===== src/rtl/id_stage_sb.sv =====
// id_stage_sb: decode stage with bypassed register file, hazard scoreboard and valid/ready output register
module id_stage_sb #(
  parameter int DATA_W      = 32,
  parameter int NUM_REGS    = 32,
  parameter int ADDR_W      = 5,
  parameter int CTRL_W      = 16,
  parameter int STALL_CNT_W = 16
) (
  input  logic                   clk,
  input  logic                   rst,
  input  logic                   in_valid,
  output logic                   in_ready,
  input  logic [31:0]            instr,
  input  logic                   dec_rs_read,
  input  logic                   dec_rt_read,
  input  logic                   dec_reg_wen,
  input  logic                   dec_write_rd,
  input  logic [CTRL_W-1:0]      dec_ctrl,
  input  logic                   flush,
  input  logic                   reg_wen_WB,
  input  logic [ADDR_W-1:0]      waddr,
  input  logic [DATA_W-1:0]      wdata,
  output logic                   out_valid,
  input  logic                   out_ready,
  output logic [DATA_W-1:0]      rs_data,
  output logic [DATA_W-1:0]      rt_data,
  output logic [ADDR_W-1:0]      dest,
  output logic                   reg_wen,
  output logic [CTRL_W-1:0]      ctrl_out,
  output logic [STALL_CNT_W-1:0] stall_cnt
);
  logic [DATA_W-1:0]   rf [NUM_REGS];
  logic [NUM_REGS-1:0] pend, clr, eff_pend, set_v, sq;
  logic [ADDR_W-1:0]   rs, rt, rd, dst;
  logic [DATA_W-1:0]   rs_val, rt_val;
  logic                wr, hazard, issue, unused_instr;

  assign rs           = instr[21 +: ADDR_W];
  assign rt           = instr[16 +: ADDR_W];
  assign rd           = instr[11 +: ADDR_W];
  assign unused_instr = ^instr;
  assign dst          = dec_write_rd ? rd : rt;
  assign wr           = dec_reg_wen & (dst != '0);

  // same-cycle WB data wins over the stored value so a consumer can issue in the producer's WB cycle
  assign rs_val = rs == '0 ? '0 : (reg_wen_WB && waddr == rs) ? wdata : rf[rs];
  assign rt_val = rt == '0 ? '0 : (reg_wen_WB && waddr == rt) ? wdata : rf[rt];

  assign clr      = reg_wen_WB ? NUM_REGS'(1) << waddr : '0;
  assign eff_pend = pend & ~clr;
  assign hazard   = in_valid & ((dec_rs_read & eff_pend[rs]) | (dec_rt_read & eff_pend[rt]) | (wr & eff_pend[dst]));
  assign in_ready = ~hazard & (~out_valid | out_ready) & ~flush;
  assign issue    = in_valid & in_ready;
  assign set_v    = (issue & wr) ? NUM_REGS'(1) << dst : '0;
  // a writer squashed in the output register will never reach WB, so it must release its bit
  assign sq       = (flush & out_valid & reg_wen) ? NUM_REGS'(1) << dest : '0;

  // register file; register 0 is never written
  always_ff @(posedge clk) begin
    if (rst) for (int i = 0; i < NUM_REGS; i++) rf[i] <= '0;
    else if (reg_wen_WB && waddr != '0) rf[waddr] <= wdata;
  end

  // scoreboard: a new writer's set overrides a same-cycle clear of that register
  always_ff @(posedge clk) begin
    if (rst) pend <= '0;
    else pend <= ((pend & ~clr & ~sq) | set_v) & ~NUM_REGS'(1);
  end

  // output stage towards EX
  always_ff @(posedge clk) begin
    if (rst) begin
      out_valid <= 1'b0;
      rs_data   <= '0;
      rt_data   <= '0;
      dest      <= '0;
      reg_wen   <= 1'b0;
      ctrl_out  <= '0;
    end else if (issue) begin
      out_valid <= 1'b1;
      rs_data   <= rs_val;
      rt_data   <= rt_val;
      dest      <= dst;
      reg_wen   <= wr;
      ctrl_out  <= dec_ctrl;
    end else if (flush || out_ready) out_valid <= 1'b0;
  end

  // saturating count of cycles lost to hazards
  always_ff @(posedge clk) begin
    if (rst) stall_cnt <= '0;
    else if (hazard && !flush && !(&stall_cnt)) stall_cnt <= stall_cnt + STALL_CNT_W'(1);
  end
endmodule


===== config.mk =====
export PLATFORM = sky130hd
export DESIGN_NAME = id_stage_sb
export DESIGN_NICKNAME = d
export VERILOG_FILES = /design/src/rtl/id_stage_sb.sv
export SDC_FILE = /design/constraint.sdc
export NUM_CORES = 2
export LEC_CHECK = 0
export CAP_MARGIN = 20
export CORE_MARGIN = 2
export CORE_UTILIZATION = 52
export DETAILED_ROUTE_END_ITERATION = 6
export MAX_ROUTING_LAYER = met4
export PLACE_DENSITY_LB_ADDON = 0.08
export SLEW_MARGIN = 10
export SYNTH_ARGS = -nofsm -noshare
export SYNTH_HDL_FRONTEND = slang
export SYNTH_SLANG_ARGS = --single-unit
export TNS_END_PERCENT = 5

===== constraint.sdc =====
create_clock -name clk -period 5 [get_ports clk]
set_input_delay 0.5 -clock clk [delete_from_list [all_inputs] [get_ports clk]]
set_output_delay 0.5 -clock clk [all_outputs]
set_load 0.02 [all_outputs]

=== After elaboration in Yosys (flattened, before gate mapping) ===
Memories as Yosys holds them, arrays and structs flattened.
Cells that the tools add are included.

* Magnitude comparators: 3
* Shift-type cells: 3
* Reductions and logical operators: 15
* Bitwise logic cells: 22
* Muxes and demuxes: 24
* $add $sub $neg: 1
* Equal/unequal tests: 2

{| class="wikitable"
|+ Operators by type and width
! kind !! number
|-
| 32-bit two-way mux || 8
|-
| 1-bit by 5-bit << shifter with 32-bit output (first input constant) || 3
|-
| 32-bit AND || 2
|-
| 32-bit inverter || 2
|-
| 32-bit bitwise OR || 1
|-
| 32-bit OR reduction || 1
|-
| 5-bit by 6-bit less-than comparator with 1-bit output (second input constant) || 3
|-
| 16-bit by 1-bit adder with 16-bit output (second input constant) || 1
|-
| 16-bit AND reduction || 1
|-
| 1-bit binary-select mux with 5-bit select || 3
|-
| 1-bit AND || 11
|-
| 1-bit two-way mux || 11
|-
| 5-bit == test || 2
|-
| 5-bit zero test || 2
|-
| 5-bit two-way mux || 2
|-
| 5-bit nonzero test || 2
|-
| 1-bit logical AND || 5
|-
| 1-bit inverter || 3
|-
| 1-bit bitwise OR || 3
|-
| 1-bit zero test || 2
|-
| 2-bit nonzero test || 1
|-
| 1-bit logical OR || 1
|}

* Word-level logic and storage cells: 80
* Register bits: 135
* Memories kept: 1
* Memory bits (writable): 1024

{| class="wikitable"
|+ Memories
! memory !! words !! bits a word !! rd ports !! clocked after Yosys merged registers in !! wr ports !! line !! RTL
|-
| rf || 32 || 32 || 2 || 0 || 32 || 32 || <nowiki>logic [DATA_W-1:0] rf [NUM_REGS];</nowiki>
|}

=== Depth between registers and ports, before layout ===
* Word-level depth: 17
* Depth in mapped cells: 13

=== Least setup slack after synthesis ===
No wires, ideal clock.

* Path type: in2reg
* Start: in waddr[2]
* End: mem rf[30][0], enable pin
* Buffers on the path: 3
* Stages: 5
* Setup slack: 0.914 ns
* Library setup time: 0.466 ns
* Arrival: 3.621 ns
* Cell sequence: buf_4 buf_4 clkbuf_1 nand3b_1 o21ai_0

{| class="wikitable"
|+ RTL lines
! item !! line !! RTL
|-
| start, declared || 21 || <nowiki>input logic [ADDR_W-1:0] waddr,</nowiki>
|-
| end, declared || 32 ||
|}

=== Final worst setup path ===
* Start: in reg_wen_WB
* End: out in_ready

* Word-level cells in the longest chain between the ends: 12
* Elaborated cells between the ends (all ways): 18

{| class="wikitable"
|+ RTL lines
! item !! line !! RTL
|-
| start, declared || 20 || <nowiki>input logic reg_wen_WB,</nowiki>
|-
| 32-bit two-way mux * || 49 || <nowiki>assign clr = reg_wen_WB ? NUM_REGS'(1) << waddr : '0;</nowiki>
|-
| 32-bit inverter * || 50 || <nowiki>assign eff_pend = pend & ~clr;</nowiki>
|-
| 32-bit AND * || 50 ||
|-
| 1-bit binary-select mux with 5-bit select || 51 || <nowiki>assign hazard = in_valid & ((dec_rs_read & eff_pend[rs]) | (dec_rt_read & eff_pend[rt]) | (wr & eff_pend[dst]) ...</nowiki>
|-
| 1-bit two-way mux (not written as such) || 51 ||
|-
| 1-bit AND || 51 ||
|-
| 1-bit bitwise OR || 51 ||
|-
| 1-bit bitwise OR * || 51 ||
|-
| 1-bit AND * || 51 ||
|-
| 1-bit inverter * || 52 || <nowiki>assign in_ready = ~hazard & (~out_valid | out_ready) & ~flush;</nowiki>
|-
| 1-bit AND * (2 in series) || 52 ||
|-
| end, declared || 12 || <nowiki>output logic in_ready,</nowiki>
|}

Mark *: on every way between the ends. The rest lies on a longest branch, timed or not. The select of a mux whose other input is x is not followed.

==> flow_summary.ini <==
[finish]
post-route-util_pct = 59.3
final_area_sq_mm = 0.0708
drive_above_1_share_pct = 21.4
final_net_count = 4722
area_growth_pct = 13.5

[sta]
fmax_mhz = 207
fin_setup_tns_ns = 0
hold_viol = 0
grt_setup_unrepaired = no
period_needed_ns = 4.83
setup_viol = 0
fin_crit_sh_pct = 96.5
maxSlewHeadroom_pct = 28.6
worst_pin_slew_ns = 1.07
clock_skew_ns = 0.0267
report.final.slew_viol_count = 0

[clock_tree]
cts_resized = 0
clock-root-buffer = clkbuf_16
tritoncts = built
clock_latency_ns = 0.77
postCtsHoldBufs = 0
cts_buffers = 133
clk_pin_slew_worst_paths_ns = 0.06
post_cts_buffers = 0
cts_buffer_depth = 3
cts.sinks = 1158
cts.htree.levels = 4

[synthesis]
netlist_area_sq_mm = 0.0624
yosys_warnings = 0
ys.flop_type = edfxtp_1
syn_inst = 4605
ys_ff_latch = 1158
synth_edf_count = 1024
ys_seq_area_share_pct = 53.6
synthArstFlopShare_pct = 0
synth_cell_types = 81
avgSynthCellArea_sq_um = 13.5

[outcome]
status = finished, violations left
violations = DRC

[worst_setup_path]
path_class = input port to output port
path_max_fanout = 15
rr_worst_depth = 10
worstPathRequired_ns = 4.50
end_kind = output port
arrival_ns = 4.33
start_kind = input port

[placed_design]
dp_hpwl_microns = 128000
dpl_cell_area_sq_mm = 0.0666
io_buffers = 181
place_congestion = 0.955

[route]
drt-pass1-iter-count = 7
antenna_left = 0
drc = 1
wirelength_microns = 231000
vias_per_cell = 6.99
num_vias = 44423
wl_per_cell_microns = 36.4
first_iter_violations = 6998

[grt]
grt_pass1_vias = 42250
grt_util_all_layers_pct = 38.7
grt_start_max_net_pins = 121
grt_pass1_wl_microns = 322000
antenna_found_initial = 36
gr-total-overflow = 0

[floorplan]
fp-row-count = 127
io_pins = 199
die_h_microns = 350
die_area_sq_mm = 0.123
die_x_microns = 350
core_area_sq_mm = 0.119
start_util_pct = 52.2

[worst_hold_path]
hold_class = input port to register
min_path_cells = 1

[power_and_ir_drop]
ir_drop_mv = 0.370
total_power_mw = 24.0
p_leak_nw = 24.4
power_density_mw_per_mm2 = 339

[run]
drv_cap = 0
[worst paths after layout]
path / startpoint / to / slack [ns]
worst min register to register: ctrl_out[14] / ctrl_out[14] / 0.47
worst max-delay path: reg_wen_WB / in_ready / 0.17
worst min-delay path: rst / rf[0][5] / 0.11
worst max register to register: pend[24] / pend[13] / 1.37
[flip-flops by register name, indices dropped and copies added, names as in the netlist]
register and count:
rf 1024, ctrl_out 16, dest 5, stall_cnt 16
rs_data 32, out_valid 1, pend 31, rt_data 32
reg_wen 1
[cell usage in the layout (no fill, tap or decap), types with 38 or more instances in the layout]
| cell | netlist | routed |
|---|---|---|
| edfxtp_1 | 1024 | 1024 |
| clkdlybuf4s50_1 | 0 | 172 |
| nand2_1 | 102 | 101 |
| o21ai_0 | 222 | 203 |
| mux2_2 | 74 | 74 |
| nor2_1 | 61 | 43 |
| a21oi_1 | 108 | 107 |
| buf_4 | 14 | 123 |
| a221oi_1 | 64 | 64 |
| dfxtp_1 | 134 | 134 |
| a22oi_1 | 72 | 72 |
| clkbuf_1 | 370 | 46 |
| o211ai_1 | 40 | 40 |
| a31o_2 | 45 | 45 |
| and2_1 | 997 | 997 |
| mux2i_1 | 237 | 237 |
| mux4_2 | 450 | 450 |
| nor3_1 | 59 | 44 |
| clkbuf_16 | 0 | 137 |
| nand3_1 | 128 | 126 |
| buf_12 | 0 | 38 |
[critical path: stages]
cell and delay (ns):
clkdlybuf4s50_1 0.84, nand4bb_1 0.49, o21ai_1 0.44, o211a_1 0.18, nor4_1 0.09, o41ai_2 0.53
buf_4 0.21, o2111ai_4 0.12, a21boi_0 0.25, clkdlybuf4s50_1 0.65
[power by group]
part | internal [mW] | total [mW] | switching, mW
clock network | 5.46 | 9.50 | 4.04
logic | 1.28 | 3.21 | 1.93
registers | 11.0 | 11.3 | 0.282
total | 17.8 | 24.0 | 6.25
[layer usage]
metal / up-vias / GRT usage [%] / wire, microns
met3: 654 / 10.1 / 30600
li1: 17819 / - / -
met1: 22512 / 50.7 / 85100
met4: 0 / 16.2 / 10800
met5: - / - / 0
met2: 3438 / 57.5 / 105000
[layout make-up]
class / count / area, sq um
Clock buffer: 190 / 3700
Fill cell: 9373 / 48700
Antenna cell: 20 / 50.0
Sequential cell: 1158 / 33400
Multi-Input combinational cell: 2968 / 27400
Clock inverter: 42 / 418
Inverter: 15 / 63.8
Timing Repair Buffer: 350 / 3690
Tap cell: 1612 / 2020
[cells by family after synthesis]
kind of cell | after synthesis | synth area share [%]
flops | 1158 | 53.6
xor+xnor | 9 | 0.126
other cells | 1 | 0.00601
fa+ha+maj | 1 | 0.0201
mux | 761 | 21.4
buf+inv | 510 | 3.36
simple gates | 1458 | 13.8
compound gates | 707 | 7.71
[metrics by stage]
step                      instances  worst slack [ns]  hold WS (ns)
final                          6355             0.175         0.114
after global routing           6344            0.0558        0.0947
after CTS                      6330             0.264        0.0710
after detailed placement       6098             0.276         0.465
after global placement         6093             0.209         0.459
after floorplan                4636             0.914         0.477
[Yosys cell counts (all sizes together) (6+ instances only)]
library cell / count / share of area [%]
edfxtp: 1024 / 49
and2: 997 / 10
mux4: 450 / 16
clkbuf: 370 / 2.2
mux2i: 237 / 3.8
o21ai: 228 / 1.8
dfxtp: 134 / 4.3
nand3: 128 / 1.0
buf: 125 / 1.0
a21oi: 108 / 0.87
nand2: 103 / 0.62
mux2: 74 / 1.3
a22oi: 72 / 0.87
a221oi: 64 / 0.90
a31o: 64 / 0.90
nor2: 61 / 0.37
nor3: 59 / 0.47
o211ai: 40 / 0.48
a2111oi: 35 / 0.49
o31ai: 22 / 0.26
or2: 17 / 0.17
nor2b: 14 / 0.14
inv: 13 / 0.078
nand4: 13 / 0.14
o32ai: 10 / 0.17
nand2b: 9 / 0.090
and3: 8 / 0.080
a211oi: 7 / 0.084
nand3b: 7 / 0.084
nor4: 7 / 0.070
o41ai: 7 / 0.15
a31oi: 6 / 0.060
nand4b: 6 / 0.084
o2111ai: 6 / 0.094
Note: power is estimated with default switching activity, not from simulation.
